$ cat config.mk
export PLATFORM = sky130hd
export DESIGN_NAME = tiros_nave
export DESIGN_NICKNAME = d
export VERILOG_FILES = /design/src/rtl/tiros_nave.sv
export SDC_FILE = /design/constraint.sdc
export NUM_CORES = 1
export LEC_CHECK = 0
export CORE_AREA = 4 4 141 143
export DETAILED_ROUTE_END_ITERATION = 8
export DIE_AREA = 0 0 145 147
export SYNTH_ARGS = -nofsm -noshare
export SYNTH_HDL_FRONTEND = slang
export SYNTH_SLANG_ARGS = --single-unit
$ cat constraint.sdc
create_clock -name CLOCK_50 -period 9.9 [get_ports CLOCK_50]
set_input_delay 1.485 -clock CLOCK_50 [delete_from_list [all_inputs] [get_ports CLOCK_50]]
set_output_delay 1.485 -clock CLOCK_50 [all_outputs]
set_load 0.005 [all_outputs]
$ cat src/rtl/tiros_nave.sv
// Projectile manager: spawns shots at the ship nose and moves up to four of them up the screen.
// Latency: one cycle from fire edge / hit / tick to the updated slot outputs and disparou pulse.
// Backpressure: none; a fire edge that cannot be accepted (full, cooldown, pause) is dropped.
//
// Ports:
//   CLOCK_50      system clock
//   reset         asynchronous active-high reset
//   reiniciarJogo synchronous clear to the reset state
//   pausa         freezes motion, firing and the tick counter (hits still honoured)
//   atirar        fire key level; only a rising edge fires
//   x_nave/y_nave ship left x / top y;  largura_nave ship width
//   acerto        1-cycle hit strobe for slot acerto_idx
//   tiro_ativo    per-slot active flags; tiro_x/tiro_y packed 10-bit slot coordinates
//   disparou      1-cycle pulse when a shot is spawned
module tiros_nave #(
    parameter int TICK_DIV = 833333,
    parameter int VEL      = 4,
    parameter int COOLDOWN = 15,
    parameter int TIRO_ALT = 8
) (
    input  logic        CLOCK_50,
    input  logic        reset,
    input  logic        reiniciarJogo,
    input  logic        pausa,
    input  logic        atirar,
    input  logic [9:0]  x_nave,
    input  logic [9:0]  y_nave,
    input  logic [9:0]  largura_nave,
    input  logic        acerto,
    input  logic [1:0]  acerto_idx,
    output logic [3:0]  tiro_ativo,
    output logic [39:0] tiro_x,
    output logic [39:0] tiro_y,
    output logic        disparou
);

    localparam int CNT_W = (TICK_DIV > 1) ? $clog2(TICK_DIV) : 1;
    localparam int CD_W  = (COOLDOWN > 0) ? $clog2(COOLDOWN + 1) : 1;

    localparam logic [CNT_W-1:0] CNT_MAX = CNT_W'(TICK_DIV - 1);
    localparam logic [CD_W-1:0]  CD_LOAD = CD_W'(COOLDOWN);
    localparam logic [9:0]       VEL_V   = 10'(VEL);
    localparam logic [9:0]       ALT_V   = 10'(TIRO_ALT);

    logic [CNT_W-1:0] cnt_q, cnt_d;
    logic [CD_W-1:0]  cd_q, cd_d;
    logic             prev_q;
    logic [3:0]       act_q, act_d;
    logic [3:0][9:0]  x_q, x_d;
    logic [3:0][9:0]  y_q, y_d;
    logic             dis_q, dis_d;

    logic       tick;
    logic       fire_edge;
    logic       spawn_ok;
    logic [1:0] spawn_idx;

    always_comb begin
        cnt_d     = cnt_q;
        cd_d      = cd_q;
        act_d     = act_q;
        x_d       = x_q;
        y_d       = y_q;
        dis_d     = 1'b0;
        spawn_idx = 2'd0;

        tick      = (cnt_q == CNT_MAX) && !pausa;
        fire_edge = atirar && !prev_q;

        if (!pausa) begin
            cnt_d = (cnt_q == CNT_MAX) ? '0 : cnt_q + CNT_W'(1);
        end

        // Lowest free slot, taken from the mask held before this cycle so a slot
        // freed by a hit or retirement right now is not reused in the same cycle.
        for (int i = 3; i >= 0; i--) begin
            if (!act_q[i]) begin
                spawn_idx = 2'(i);
            end
        end
        spawn_ok = fire_edge && !pausa && (cd_q == '0) && !(&act_q);

        // Motion only touches slots that were already active, so a slot spawned
        // on a tick cycle keeps its spawn position.
        if (tick) begin
            for (int i = 0; i < 4; i++) begin
                if (act_q[i]) begin
                    if (y_q[i] >= VEL_V) begin
                        y_d[i] = y_q[i] - VEL_V;
                    end else begin
                        act_d[i] = 1'b0;
                        x_d[i]   = '0;
                        y_d[i]   = '0;
                    end
                end
            end
            if (cd_q != '0) begin
                cd_d = cd_q - CD_W'(1);
            end
        end

        // Hit is applied after motion so it wins on the same slot.
        if (acerto && act_q[acerto_idx]) begin
            act_d[acerto_idx] = 1'b0;
            x_d[acerto_idx]   = '0;
            y_d[acerto_idx]   = '0;
        end

        // A spawn slot was inactive, so neither motion nor a hit touched it above.
        if (spawn_ok) begin
            act_d[spawn_idx] = 1'b1;
            x_d[spawn_idx]   = x_nave + (largura_nave >> 1);
            y_d[spawn_idx]   = (y_nave < ALT_V) ? '0 : y_nave - ALT_V;
            cd_d             = CD_LOAD;
            dis_d            = 1'b1;
        end
    end

    always_ff @(posedge CLOCK_50 or posedge reset) begin
        if (reset) begin
            cnt_q  <= '0;
            cd_q   <= '0;
            prev_q <= 1'b1;   // a key held through reset must be released first
            act_q  <= '0;
            x_q    <= '0;
            y_q    <= '0;
            dis_q  <= 1'b0;
        end else if (reiniciarJogo) begin
            cnt_q  <= '0;
            cd_q   <= '0;
            prev_q <= 1'b1;
            act_q  <= '0;
            x_q    <= '0;
            y_q    <= '0;
            dis_q  <= 1'b0;
        end else begin
            cnt_q  <= cnt_d;
            cd_q   <= cd_d;
            prev_q <= atirar;
            act_q  <= act_d;
            x_q    <= x_d;
            y_q    <= y_d;
            dis_q  <= dis_d;
        end
    end

    assign tiro_ativo = act_q;
    assign tiro_x     = x_q;
    assign tiro_y     = y_q;
    assign disparou   = dis_q;

endmodule

==> impl_results.md, run 1 <==
* Status: completed
* Worst-path clk slew at 70 ps
* First-pass GRT wire length at 29900 um
* Placement Setup Slack at 5610 ps
* Slew Limit Fails at 0
* Setup Skew at 8.70 ps
* HPWL Detailed at 13600 um
* Register area share after synthesis at 0.430
* Design area at 8070 sq um
* Commonest cells post-synth: dfrtp_1 (109), nor2_1 (104), nand2_1 (38)
* Placer Congestion at 0.876
* CORE AREA at 18600 sq um
* Final #Nets at 837
* Initial antenna violation count at 0
* Ys flop type: dfrtp_1
* Largest area contributor in the netlist: dfrtp_1
* Pin count of the biggest net entering global routing at 79
* Simple-gate area share of the yosys netlist at 0.254
* Starting Density at 0.344
* Final period utilization at 0.394
* Worst skew pair latency at 360 ps
* Cells along the critical path: clkdlybuf4s50_1 -> nor3b_1 -> nand3_1 -> nand2_1 -> a41oi_2 -> nor2b_1 -> a22o_1
* Drt total wl at 19100 um
* Synth warn at 0
* Cell family with most CP delay: simple AND/OR/NAND/NOR gates
* Via count at 5528
* Largest cells by area after synthesis: dfrtp_1 (43%), nor2_1 (6.1%), ha_1 (4.1%)
* Area Overhead vs Synth at 26.1%
* Setup TNS Final at 0 ps
* Max_cap viols at 0
* Die height at 147 um
* DR iter-0 viols at 372
* WP buf/inv at 1
* Dpl cells at 1000
* Synth Area in Adders at 0.0442
* Startpoint Class: input port
* Cts repair resizes at 0
* Worst Path Required at 10150 ps
* Fill count at 1824
* Fraction of synthesized area in multiplexers at 0.0125
* Clock sinks at 110
* # IOs at 123
* Compound-Gate Fraction of Synth Area at 0.152
* Slew @ Worst Pin at 1010 ps
* R2r startpoint: cnt_q[3]
* Post-detailed-route count of antenna-violating nets at 0
* PD cells at 120 nW/um^2
* CTS root buf: clkbuf_16
* Dpl cell area at 7750 sq um
* Critical Path Source: pausa
* Yosys top cell area share at 0.426
* Crit path DAT at 4150 ps
* Hold Vio Cnt, Final at 0
* Die W at 145 um
* H-tree depth at 3
* Drt via density at 5.44
* Leakage at 3.37 nW
* Mapped cell area at 6400 sq um
* Cells after synthesis at 674
* CTS Buf Count at 9
* Cts hold-fix bufs at 0
* Proportion of layout cells with a drive suffix above 1 at 0.0563
* CP Capture Type: flop
* Tmin final at 3900 ps
* Number of synthesized flops with an enable pin at 0
* Setup-failing EPs final at 0
* Drt drc at 0
* Top-count cell post-synth: dfrtp_1
* Xor/xnor share of the synthesized area at 0.0643
* Final worst setup slack at 6000 ps
* RSZ-0062 raised after global routing: false
* Fmax at 256 MHz
* Unique masters post-synth at 74
* Max VDD drop at 0.0795 mV
* Hold Path Origin: tiro_x[17]
* WL/cell at 18.8 um
* Worst path slowest cell: nor3b_1
* Syn avg cell area at 9.50 sq um
* Total gr overflow at 0
* Worst hold-check path type: reg -> reg
* Post-CTS setup buffers at 0
* Worst rel slew slack at 0.329
* Die area at 21300 sq um
* Slowest stage delay, CP at 540 ps
* Diode count at 0
* Port bufs at 121
* Total GRT Usage at 0.175
* CP Max Fanout at 18
* Number of synthesized register bits at 110
* Critical path class: in -> reg
* Main combinational cell family by area after synthesis: simple AND/OR/NAND/NOR gates
* Power Total at 966 uW
* Non-filler cells, final at 1016
* Vias in the first global route at 5447
* Share of flip-flops with an asynchronous set or reset at 1.00
* CTS Buffer Depth at 2
* Num rows at 50
* CTS tree: yes
* Synth Net Count at 734
* DRT Pass-1 Iters at 5
[power breakdown]
part	internal (mW)	switching (mW)	total, mW
registers	0.453	0.00372	0.456
logic	0.0424	0.0675	0.110
clock network	0.224	0.176	0.400
[placed cells by master, fill, tap and decap left out, drive strengths merged, types with 6 or more instances in the layout]
cell type / instances
clkdlybuf4s50: 120
nor2: 104
nand3b: 16
and3: 16
ha: 21
nor2b: 9
mux2i: 8
nand3: 25
dfrtp: 109
o21ai: 17
and2: 7
buf: 6
xnor2: 29
nor3b: 8
a21oi: 30
a22o: 11
xor2: 18
and4b: 7
clkbuf: 10
a22oi: 21
nand2: 38
inv: 24
nor3: 20
nand4: 15
[stage by stage]
step / hold slack [ps] / utilization
after floorplan: 474 / -
after global placement: 473 / 0.417
after detailed placement: 473 / 0.417
after CTS: 490 / 0.434
after global routing: 501 / 0.434
final: 483 / 0.434
[area by class of cell]
| cell class | instances | area [sq um] | share of cell area |
|---|---|---|---|
| clock inverter | 6 | 95.1 | 0.0118 |
| multi-input combinational | 507 | 3370 | 0.417 |
| timing repair buffer | 126 | 1240 | 0.154 |
| tap | 234 | 293 | 0.0363 |
| sequential | 110 | 2750 | 0.341 |
| clock buffer | 10 | 229 | 0.0284 |
| inverter | 23 | 88.8 | 0.0110 |
[worst paths after layout]
path	depth (start not counted)	slack [ps]	endpoint
min in group asynchronous	2	1490	cnt_q[4]
max	7	6000	tiro_y[21]
min reg2reg	1	480	tiro_x[17]
max in group asynchronous	3	7070	tiro_y[4]
max reg2reg	6	6750	tiro_x[13]
min	1	480	tiro_x[17]
[state kept, by name (all words and copies together), names as in the netlist]
name,flops
prev_q,1
cnt_q,20
tiro_ativo,4
disparou,1
tiro_x,40
tiro_y,40
cd_q,4
[cell families (layout without fill, tap and decap cells)]
kind of cell	after synthesis	count (layout)
xor gates and xnor gates	47	47
adders and majority gates	22	22
DFF	110	110
and+or+nand+nor	301	301
buffers and inverters	57	165
AOI/OAI and AO/OA	129	129
muxes	8	8
[metal layers]
| metal | GRT usage | vias up | wire [um] |
|---|---|---|---|
| met4 | 0.0584 | 0 | 354 |
| li1 | - | 2617 | - |
| met5 | 0 | - | 0 |
| met2 | 0.281 | 166 | 8660 |
| met3 | 0.0487 | 20 | 1320 |
| met1 | 0.231 | 2725 | 8800 |
Note: power is estimated with default switching activity, not from simulation.
==> inputs of run 2 (changes only) <==
clock period = 3.3 ns   (was 9.9 ns; I/O delays follow)
==> impl_results.md, run 2 (synthesis results as in run 1) <==
* Placer Congestion at 0.884 (+0.86%)
* Drt drc at 0 (unchanged)
* CORE AREA at 18600 sq um (unchanged)
* DR iter-0 viols at 476 (+28%)
* Total GRT Usage at 0.179 (+0.00354)
* Core Util, Final at 0.443 (+0.00896)
* Post-detailed-route count of antenna-violating nets at 0 (unchanged)
* CTS Buffer Depth at 2 (unchanged)
* Worst rel slew slack at 0.465 (+0.136)
* Commonest non-fill, non-tap cell in the layout: clkdlybuf4s50_1
* Critical path class: reg -> reg
* Die area at 21300 sq um (unchanged)
* Diode count at 0 (unchanged)
* Dpl cell area at 7920 sq um (+2.2%)
* Pin count of the biggest net entering global routing at 64 (-19%)
* Crit path DAT at 2980 ps (-1170 ps)
* H-tree depth at 3 (unchanged)
* Drt via density at 5.31 (-2.5%)
* Slew Limit Fails at 0 (unchanged)
* CTS root buf: clkbuf_16
* Die W at 145 um (unchanged)
* R2R cell count at 7 (+1)
* Via count at 5492 (-0.65%)
* Fill count at 1757 (-3.7%)
* Post-CTS setup buffers at 0 (unchanged)
* CTS tree: yes
* DRT Pass-1 Iters at 4 (-1)
* Num rows at 50 (unchanged)
* RSZ-0062 raised after global routing: false
* Final #Nets at 856 (+2.3%)
* CTS Buf Count at 9 (unchanged)
* Max_cap viols at 0 (unchanged)
* Setup Skew at 8.52 ps (-0.176 ps)
* Area Overhead vs Synth at 28.7%
* Vias in the first global route at 5545 (+1.8%)
* Proportion of layout cells with a drive suffix above 1 at 0.0799 (+0.0236)
* Worst hold slack at 369 ps (-114 ps)
* Worst skew pair latency at 360 ps (about the same)
* Most frequent cells in the layout: clkdlybuf4s50_1 (120), dfrtp_1 (109), nor2_1 (104)
* Top Metal Used: met4
* First-pass GRT wire length at 30400 um (+1.9%)
* Tmin final at 2740 ps
* # IOs at 123 (unchanged)
* Initial antenna violation count at 0 (unchanged)
* Area taken by multi-input logic gates at 3370 sq um (unchanged)
* FF/Latch Area at 2750 sq um (unchanged)
* Reg2Reg Setup Slack at 560 ps (-6190 ps)
* Max VDD drop at 0.296 mV (+270%)
* Leakage at 3.46 nW (+2.8%)
* CP Capture Type: flop
* Cts hold-fix bufs at 0 (unchanged)
* Starting Density at 0.344 (unchanged)
* Met2 wire len at 8480 um (-2.1%)
* CP Max Fanout at 23 (+5)
* Final period utilization at 0.830
* Clock sinks at 110 (unchanged)
* Fmax at 365 MHz
* Slew @ Worst Pin at 801 ps (-205 ps)
* Die height at 147 um (unchanged)
* Hold path cells at 2 (+1)
* Metal1 wirelength at 8790 um (-0.11%)
* Total gr overflow at 0 (unchanged)
* Status: completed
* Cts repair resizes at 0 (unchanged)
* Setup-failing EPs final at 0 (unchanged)
* Hold Vio Cnt, Final at 0 (unchanged)
* Design area at 8240 sq um (+2.1%)
* HPWL Detailed at 13800 um (+1.6%)
* Worst hold-check path type: in -> reg
* Setup TNS Final at 0 ps (unchanged)
* PD cells at 353 nW/um^2 (+190%)
* Startpoint Class: flop
* Met3 Routed Length at 1440 um (+8.5%)
* Worst Path Required at 3540 ps (-6610 ps)
* Port bufs at 121 (unchanged)
* Worst-path clk slew at 70 ps (about the same)
* WL/cell at 18.5 um (-2.0%)
* Drt total wl at 19100 um (-0.12%)
==> run 2: final cells by class <==
type	instances	area share
tap	234	0.0355
multi-input combinational	507	0.409
clock inverter	7	0.0117
timing repair buffer	145	0.171
sequential	110	0.334
inverter	23	0.0109
clock buffer	9	0.0273
==> run 2: path summary, 6_finish.rpt <==
kind                              end     startpoint
max                        tiro_x[18]       cnt_q[3]
min                          cnt_q[2]  reiniciarJogo
max reg2reg                tiro_x[18]       cnt_q[3]
min reg2reg                tiro_x[17]     tiro_x[17]
max in group asynchronous   tiro_x[8]          reset
min in group asynchronous    disparou          reset
==> run 2: power breakdown <==
| part | switching (mW) | leakage [nW] | internal, mW |
|---|---|---|---|
| combinational | 0.203 | 1.79 | 0.139 |
| clock | 0.529 | 0.148 | 0.667 |
| sequential | 0.0118 | 1.53 | 1.36 |
| total | 0.743 | 3.46 | 2.16 |
==> run 2: layer usage <==
layer  vias to the layer above  GRT usage
met5                         -          0
met2                       166      0.281
met3                        25     0.0543
met1                      2641      0.235
met4                         0     0.0641
li1                       2660          -
==> run 2: worst max-delay path, stage by stage, from the launching register on <==
cell	delay (ps)
dfrtp_1	440
or4_4	570
nor4_4	260
buf_4	330
and2_1	190
buf_4	180
a31oi_2	300
a22o_1	340
==> run 2: stage by stage <==
step | instances | power [mW] | worst slack [ps]
final | 1035 | 2.91 | 561
after global routing | 1035 | 3.01 | 441
after CTS | 1035 | 2.93 | 569
after detailed placement | 1019 | 1.74 | 361
after global placement | 1019 | 1.74 | 352
after floorplan | 674 | 1.59 | 907
==> inputs of run 3 (changes only) <==
clock period = 2.35 ns   (was 3.3 ns; I/O delays follow)
==> impl_results.md, run 3 (synthesis results as in run 1) <==
* Drt via density at 5.32 (+0.34%)
* Setup TNS Final at 0 ps (unchanged)
* HPWL Detailed at 14700 um (+6.1%)
* Die height at 147 um (unchanged)
* CP Max Fanout at 3 (-87%)
* Port bufs at 121 (unchanged)
* Worst Path Required at 2600 ps (-940 ps)
* Die W at 145 um (unchanged)
* CTS tree: yes
* Final period utilization at 0.976
* Cts hold-fix bufs at 0 (unchanged)
* Top cell by count, worst path: buf_4
* Max VDD drop at 0.397 mV (+34%)
* Diode count at 0 (unchanged)
* Die area at 21300 sq um (unchanged)
* Starting Density at 0.344 (unchanged)
* Fmax at 436 MHz
* Initial antenna violation count at 0 (unchanged)
* Design area at 8850 sq um (+7.5%)
* Slew @ Worst Pin at 632 ps (-170 ps)
* Setup-failing EPs final at 0 (unchanged)
* Cells along the critical path: clkdlybuf4s50_1 -> ha_1 -> a211oi_2 -> buf_4 -> o21bai_1 -> a2111oi_2 -> buf_4 -> o21ai_0 -> nor3b_1 -> a21o_1
* CTS root buf: clkbuf_16
* Total gr overflow at 0 (unchanged)
* # IOs at 123 (unchanged)
* DR iter-0 viols at 348 (-27%)
* Setup Skew at 9.19 ps (+0.661 ps)
* Worst skew pair latency at 360 ps (about the same)
* Pin count of the biggest net entering global routing at 54 (-16%)
* Status: completed
* RSZ-0062 raised after global routing: true
* Worst path slowest cell: clkdlybuf4s50_1
* Drt total wl at 19900 um (+3.9%)
* Cell family with most CP delay: compound AO/OA/AOI/OAI gates
* Via count at 5846 (+6.4%)
* Post-detailed-route count of antenna-violating nets at 0 (unchanged)
* CTS Buffer Depth at 2 (unchanged)
* Worst rel slew slack at 0.577 (+0.113)
* Clock sinks at 110 (unchanged)
* Proportion of layout cells with a drive suffix above 1 at 0.160 (+0.0798)
* Tmin final at 2290 ps
* WP buf/inv at 3 (+1)
* CORE AREA at 18600 sq um (unchanged)
* CP Capture Type: flop
* Critical path class: in -> reg
* Drt drc at 0 (unchanged)
* Fill count at 1718 (-2.2%)
* H-tree depth at 3 (unchanged)
* Hold Vio Cnt, Final at 0 (unchanged)
* Power Total at 3.98 mW (+37%)
* Most frequent cells in the layout: clkdlybuf4s50_1 (118), dfrtp_1 (109), nor2_1 (104)
* Startpoint Class: input port
* Leakage at 3.83 nW (+11%)
* Slew Limit Fails at 0 (unchanged)
* Dpl cell area at 8400 sq um (+6.1%)
* WL/cell at 18.1 um (-2.0%)
* Num rows at 50 (unchanged)
* Commonest non-fill, non-tap cell in the layout: clkdlybuf4s50_1
* PD cells at 450 nW/um^2 (+27%)
* Total GRT Usage at 0.185 (+0.00581)
* Final #Nets at 919 (+7.4%)
* Vias in the first global route at 5782 (+4.3%)
* Reg2Reg Setup Slack at 90 ps (-470 ps)
* Crit path DAT at 2550 ps (-430 ps)
* Slowest stage delay, CP at 420 ps (-150 ps)
* DRT Pass-1 Iters at 5 (+1)
* First-pass GRT wire length at 31600 um (+3.9%)
* Worst-path clk slew at 80 ps (about the same)
* Area Overhead vs Synth at 38.4%
* Max_cap viols at 0 (unchanged)
* Placer Congestion at 0.863 (-2.4%)
* CTS Buf Count at 9 (unchanged)
* Worst hold-check path type: in -> reg
* Worst hold slack at 352 ps (-17.0 ps)
## run 3: cell count changes in the layout (fill, tap and decap cells not counted), sizes merged
cell / delta
dlymetal6s2s: +2
bufinv: -2
clkinv: +1
clkdlybuf4s50: -2
inv: +4
clkbuf: +1
clkinvlp: -3
buf: +62
## run 3: layout make-up
type | instances | area (sq um) | share of cell area
well taps | 234 | 293 | 0.0331
multi-input cells | 507 | 3450 | 0.390
repair buffers | 208 | 1980 | 0.223
clock buffers | 9 | 225 | 0.0254
inverters | 23 | 90.1 | 0.0102
flip-flops and latches | 110 | 2750 | 0.311
clock inverters | 7 | 61.3 | 0.00692
## run 3: timing repair
| item | in CTS | in global routing |
|---|---|---|
| buffers inserted | 0 | 3 |
| endpoints found under the hold margin | 0 | 0 |
| setup endpoints to repair | 48 | 88 |
| gates cloned | 0 | 1 |
| pin swaps | 2 | 5 |
| gates resized for setup | 9 | 20 |
## run 3: power by group
part	total (mW)	internal (mW)	switching, mW
sequential	1.92	1.91	0.0141
clock	1.51	0.744	0.764
combinational	0.553	0.251	0.302
## run 3: final timing paths
| check | startpoint | depth (start not counted) | end |
|---|---|---|---|
| max | x_nave[1] | 10 | tiro_x[17] |
| min reg2reg | tiro_x[17] | 1 | tiro_x[17] |
| min in group asynchronous | reset | 2 | cnt_q[10] |
| max in group asynchronous | reset | 3 | prev_q |
| min | reiniciarJogo | 2 | tiro_ativo[2] |
| max reg2reg | cnt_q[3] | 9 | tiro_y[33] |
## run 3: through the flow
step | std cells | worst slack [ps] | util
after floorplan | 674 | 99.5 | -
after global placement | 1078 | -419 | 0.452
after detailed placement | 1078 | -418 | 0.452
after CTS | 1094 | 1.80 | 0.469
after global routing | 1098 | -65.4 | 0.477
final | 1098 | 57.6 | 0.477
## run 3: metal layers
| metal | vias to the layer above | track usage | part of all wire | wire (um) |
|---|---|---|---|---|
| li1 | 2796 | - | - | - |
| met1 | 2839 | 0.249 | 0.46 | 9060 |
| met2 | 185 | 0.293 | 0.45 | 8980 |
| met3 | 26 | 0.0512 | 0.071 | 1400 |
| met4 | 0 | 0.0523 | 0.022 | 430 |
| met5 | - | 0 | 0 | 0 |
